**config.mk**
```make
export PLATFORM = sky130hd
export DESIGN_NAME = pipe_mul_sequencer
export DESIGN_NICKNAME = d
export VERILOG_FILES = /design/src/rtl/pipe_mul_sequencer_pkg.sv /design/src/rtl/pipe_mul_sequencer_step.sv /design/src/rtl/pipe_mul_sequencer.sv
export SDC_FILE = /design/constraint.sdc
export NUM_CORES = 1
export LEC_CHECK = 0
export BUFFER_PORTS_ARGS = -buffer_cell sky130_fd_sc_hd__buf_4
export CAP_MARGIN = 0
export CORE_MARGIN = 10
export CORE_UTILIZATION = 50
export CTS_BUF_LIST = sky130_fd_sc_hd__clkbuf_8
export DETAILED_ROUTE_END_ITERATION = 8
export HOLD_SLACK_MARGIN = 0.02
export PLACE_DENSITY = 0.68
export SETUP_SLACK_MARGIN = 0.4
export SYNTH_ARGS = -nofsm -noshare
export SYNTH_HDL_FRONTEND = slang
export SYNTH_SLANG_ARGS = --single-unit
```
**constraint.sdc**
```tcl
create_clock -name clock -period 3 [get_ports clock]
set_clock_uncertainty 0.1 [all_clocks]
set_input_delay 0.3 -clock clock [delete_from_list [all_inputs] [get_ports clock]]
set_output_delay 0.3 -clock clock [all_outputs]
set_load 0.005 [all_outputs]
```
**src/rtl/pipe_mul_sequencer_pkg.sv**
```systemverilog
// Shared definitions for the EX-stage multiply sequencer: the ALU control code
// that selects a multiply and the controller's state encoding.
package pipe_mul_sequencer_pkg;

    // ALU control code for mul/muli; the ID control unit decodes with the same value.
    localparam logic [4:0] ALUC_MUL = 5'b00001;

    // Sequencer states, 2-bit encoding.
    typedef enum logic [1:0] {
        S_IDLE = 2'd0,
        S_RUN  = 2'd1,
        S_DONE = 2'd2
    } state_e;

endpackage

```
**src/rtl/pipe_mul_sequencer_step.sv**
```systemverilog
// One shift-add step: acc + mcand * digit, where digit is RADIX_BITS wide.
// Built as conditional shifted adds so no full-width multiplier is inferred.
// All sums wrap mod 2^WIDTH.
module pipe_mul_sequencer_step #(
    parameter int WIDTH      = 32,
    parameter int RADIX_BITS = 1
) (
    input  logic [WIDTH-1:0]      acc_i,
    input  logic [WIDTH-1:0]      mcand_i,
    input  logic [RADIX_BITS-1:0] digit_i,
    output logic [WIDTH-1:0]      sum_o
);

    logic [WIDTH-1:0] sum;

    // Accumulate mcand shifted by each set digit bit.
    always_comb begin
        sum = acc_i;
        for (int i = 0; i < RADIX_BITS; i++) begin
            if (digit_i[i]) begin
                sum = sum + (mcand_i << i);
            end
        end
    end

    assign sum_o = sum;

endmodule

```
**src/rtl/pipe_mul_sequencer.sv**
```systemverilog
// Multi-cycle multiply controller for the EX stage. A mul held in EX is
// latched on the IDLE->RUN transition, then RADIX_BITS multiplier bits are
// retired per cycle. The pipeline is stalled until the product is committed
// to the result register and done pulses for one cycle.
//
// Handshake: start is a level from EX, not a pulse. It is accepted only in
// IDLE and only without cancel. While start is held through DONE it is
// ignored, because it is the same instruction that is still in EX. The
// instruction leaves EX at the end of the DONE cycle. cancel aborts RUN with
// no done and no change to result.
module pipe_mul_sequencer
    import pipe_mul_sequencer_pkg::*;
#(
    parameter int WIDTH      = 32,
    parameter int RADIX_BITS = 1
) (
    input  logic             clock,
    input  logic             resetn,
    input  logic             start,
    input  logic             cancel,
    input  logic [WIDTH-1:0] a,
    input  logic [WIDTH-1:0] b,
    output logic             stall,
    output logic             busy,
    output logic             done,
    output logic [WIDTH-1:0] result,
    output logic [1:0]       dbg_state
);

    localparam int N     = WIDTH / RADIX_BITS;
    localparam int CNT_W = (N > 1) ? $clog2(N) : 1;
    localparam logic [CNT_W-1:0] CNT_LAST = CNT_W'(N - 1);

    state_e           state_q,  state_d;
    logic [CNT_W-1:0] cnt_q,    cnt_d;
    logic [WIDTH-1:0] acc_q,    acc_d;
    logic [WIDTH-1:0] mcand_q,  mcand_d;
    logic [WIDTH-1:0] mplier_q, mplier_d;
    logic [WIDTH-1:0] result_q, result_d;
    logic [WIDTH-1:0] step_sum;

    pipe_mul_sequencer_step #(
        .WIDTH      (WIDTH),
        .RADIX_BITS (RADIX_BITS)
    ) u_step (
        .acc_i   (acc_q),
        .mcand_i (mcand_q),
        .digit_i (mplier_q[RADIX_BITS-1:0]),
        .sum_o   (step_sum)
    );

    // State and datapath registers; reset clears everything immediately.
    always_ff @(posedge clock or negedge resetn) begin
        if (!resetn) begin
            state_q  <= S_IDLE;
            cnt_q    <= '0;
            acc_q    <= '0;
            mcand_q  <= '0;
            mplier_q <= '0;
            result_q <= '0;
        end else begin
            state_q  <= state_d;
            cnt_q    <= cnt_d;
            acc_q    <= acc_d;
            mcand_q  <= mcand_d;
            mplier_q <= mplier_d;
            result_q <= result_d;
        end
    end

    // Next-state and datapath update. Cancel takes priority over finishing.
    always_comb begin
        state_d  = state_q;
        cnt_d    = cnt_q;
        acc_d    = acc_q;
        mcand_d  = mcand_q;
        mplier_d = mplier_q;
        result_d = result_q;
        case (state_q)
            S_IDLE: begin
                if (start && !cancel) begin
                    state_d  = S_RUN;
                    mcand_d  = a;
                    mplier_d = b;
                    acc_d    = '0;
                    cnt_d    = '0;
                end
            end
            S_RUN: begin
                if (cancel) begin
                    state_d = S_IDLE;
                end else begin
                    acc_d    = step_sum;
                    mcand_d  = mcand_q << RADIX_BITS;
                    mplier_d = mplier_q >> RADIX_BITS;
                    cnt_d    = cnt_q + CNT_W'(1);
                    if (cnt_q == CNT_LAST) begin
                        state_d  = S_DONE;
                        result_d = step_sum;
                    end
                end
            end
            S_DONE: begin
                state_d = S_IDLE;
            end
            default: begin
                state_d = S_IDLE;
            end
        endcase
    end

    assign stall     = ((state_q == S_IDLE) && start && !cancel) || (state_q == S_RUN);
    assign busy      = (state_q != S_IDLE);
    assign done      = (state_q == S_DONE);
    assign result    = result_q;
    assign dbg_state = state_q;

endmodule
```
==> results.py <==
metrics = {
    "placed_design": {
        "place_inst": 1076,
        "place_congestion": 0.9215,
        "io_buffers": 104,
        "dp_hpwl_um": 13720,
    },
    "timing": {
        "slew_headroom_pct": 47.32,
        "finalHoldViolations": 0,
        "finalSetupTns_ns": 0,
        "period_minus_slack_ns": 2.709,
        "fmaxAchievable_ghz": 0.3691,
        "period_share_pct": 90.30,
        "slew_violations": 0,
        "worst_pin_slew_ns": 0.7902,
        "finalSetupViolCount": 0,
        "rsz0062_at_grt": "yes",
    },
    "floorplanning": {
        "num_io_pins": 105,
        "coreArea_sq_um": 14590,
        "die_area_sq_um": 20200,
        "initial_core_util_pct": 51.11,
        "die_w_um": 142.1,
        "placementRows": 44,
        "fp.dieH_um": 142.1,
    },
    "logic_synthesis": {
        "syn-cell-area_sq_um": 7456,
        "synth_fp_nets": 923,
        "ys_ff_latch": 135,
        "synth_area_leaders": "dfrtp_1, nand2_1, ha_1, a22oi_1, o21ai_0",
        "synth-edff-count": 0,
        "synth_cells": 821,
        "ys.flop_type": "dfrtp_1",
        "synthDistinctLibCells": 65,
        "synthArstFlopShare_pct": 100.0,
        "synth_largest_area_cell": "dfrtp_1",
        "yosys_warnings": 0,
        "synth.avg_cell_area_sq_um": 9.081,
        "yosysTopAreaCellShare_pct": 45.31,
        "ys_seq_area_share_pct": 45.31,
    },
    "routing": {
        "drc": 0,
        "first_pass_iters": 5,
        "routed-via-count": 6891,
        "routed_wl_um": 21930,
        "wire_per_inst_um": 18.29,
        "vias_per_cell": 5.747,
        "final_antenna_net_count": 0,
        "detail_route.iter0.violations": 533,
    },
    "global_route": {
        "antenna_found_initial": 0,
        "grt_max_degree": 79,
        "grt_overflow_total": 0,
        "first_global_vias": 7016,
        "grt_use_total_pct": 21.35,
        "grt_pass1_wl_um": 35050,
    },
    "finish": {
        "drive_gt1_share_pct": 24.73,
        "layout_commonest_cell": "nand2_1",
        "area_growth_pct": 34.20,
        "final_nets": 1104,
        "final_util_pct": 68.58,
        "diodes": 0,
        "layout_common_cells": "nand2_1, buf_4, dfrtp_1",
        "n_fill_cell": 1127,
        "fin_cells": 1199,
    },
    "outcome": {
        "outcome": "finished clean",
    },
    "power_and_ir_drop": {
        "power.clock.fraction_pct": 22.4,
        "intPower_mw": 3.972,
        "p_per_area_nw_per_um2": 644.5,
        "p_sw_mw": 2.478,
        "pwr-share-comb_pct": 38.3,
        "p_sw_share_pct": 38.42,
        "p_leak_nw": 4.728,
        "p_seq_share_pct": 39.3,
        "ir_drop_mv": 0.3740,
    },
    "clock_tree": {
        "clk_pin_slew_ns": 0.08,
        "clock_sinks": 135,
        "tritoncts": "built",
        "cts-root-buf": "clkbuf_8",
        "numCtsBuffers": 17,
        "clockBufferDepth": 2,
        "clkLatencyLatePin_ns": 0.47,
        "htreeDepth": 4,
    },
    "worst_setup_path": {
        "startpoint_type": "register",
        "crit_required_ns": 3.31,
        "end_kind": "register",
        "arrival_ns": 3.02,
        "worstPathMaxFanout": 9,
        "criticalPathCategory": "register to register",
    },
    "run": {
        "maxCapViolCount": 0,
    },
    "min_path": {
        "hp-class": "input port to register",
    },
}
[timing repair]
| item | CTS | global route |
|---|---|---|
| endpoints found under the hold margin | 128 | 0 |
| setup buffers | 17 | 11 |
| hold buffers | 63 | 0 |
| setup endpoints to repair | 18 | 29 |
| pin swaps | 20 | 27 |
| gates resized for setup | 38 | 37 |
[metrics by stage]
| step | hold WS, ns | total power, mW | setup WS, ns | instance area (sq um) |
|---|---|---|---|---|
| 6_report | 0.04879 | 6.449 | 0.2911 | 10010 |
| 5_1_grt | 0.05122 | 6.845 | 0.1927 | 10010 |
| 4_1_cts | 0.03461 | 6.242 | 0.3136 | 9762 |
| 3_5_place_dp | 0.2551 | 4.482 | 0.08267 | 8417 |
| 3_3_place_gp | 0.2489 | 4.412 | 0.1876 | 8417 |
| 2_1_floorplan | -0.09559 | 3.932 | 0.4006 | 7468 |
[area by class of cell]
cell class,instances,area (sq um),area share [%]
inverters,18,67.56,0.6753
clock inverters,14,123.9,1.238
repair buffers,209,1738,17.37
flip-flops and latches,135,3385,33.83
well taps,184,230.2,2.301
clock buffers,18,247.7,2.476
multi-input cells,621,4214,42.12
[sequential cells by signal, indices dropped and copies added (netlist names)]
register	flops
acc_q	32
mcand_q	32
mplier_q	32
result	32
cnt_q	5
dbg_state	2
[power by group through the flow]
stage,clock network [mW],registers [mW],logic [mW]
finish,1.44,2.54,2.47
global route,1.56,2.58,2.70
CTS,1.47,2.51,2.26
detailed placement,0,2.52,1.97
global placement,0,2.50,1.91
floorplan,0,2.38,1.55
[worst paths after layout]
path                                   start      endpoint  slack (ns)  cells past startpoint
worst max-delay path               acc_q[15]    result[26]        0.29                     10
worst min-delay path                   a[29]   mcand_q[29]        0.05                      3
worst max register to register     acc_q[15]    result[26]        0.29                     10
worst min register to register  mplier_q[10]  mplier_q[10]        0.38                      2
max in group asynchronous             resetn    mcand_q[8]        1.61                      3
min in group asynchronous             resetn   mcand_q[17]        0.30                      2
[critical path: stages (launching register included)]
cell and delay [ns]:
dfrtp_1 0.40, ha_2 0.36, a21o_1 0.19, a21o_1 0.19
a21oi_2 0.29, a2bb2oi_2 0.22, o21ai_2 0.10, o41ai_2 0.27
buf_4 0.18, mux2_4 0.29, nand2_1 0.06
[layer usage]
layer | share of wire (%) | wire (um) | track usage (%) | vias to the layer above
met5 | 0 | 0 | 0 | -
met4 | 1.7 | 368 | 7.585 | 0
met3 | 5.5 | 1202 | 5.407 | 34
met2 | 51 | 11150 | 35.80 | 198
met1 | 42 | 9210 | 26.00 | 3380
li1 | - | - | - | 3279
[synthesized netlist by cell type (3+ instances only)]
library cell,number
nand3_1,32
dfrtp_1,135
o21ai_1,4
o211ai_1,3
a21oi_2,3
o21ai_0,70
a22oi_1,54
a211oi_1,5
or3_1,4
xnor2_1,16
nand4_1,5
and3_1,4
nand3b_1,3
mux2i_1,21
a21o_1,11
clkbuf_1,39
a21oi_1,36
nand2_1,186
buf_1,5
a31oi_1,9
o21bai_1,4
o21a_1,3
ha_1,33
nor3b_1,12
nor2_1,29
a22o_1,5
nor3_1,9
or2_2,3
nor2b_1,7
inv_1,17
xor2_1,12
mux2_2,3
[logic make-up after synthesis]
logic type / Yosys count / share of synthesized area [%]
xor+xnor: 28 / 3.289
fa+ha+maj: 34 / 5.806
buf+inv: 65 / 3.407
compound gates: 230 / 20.73
simple gates: 305 / 18.19
flops: 135 / 45.31
mux: 24 / 3.272
(Power assumes the default switching activity.)
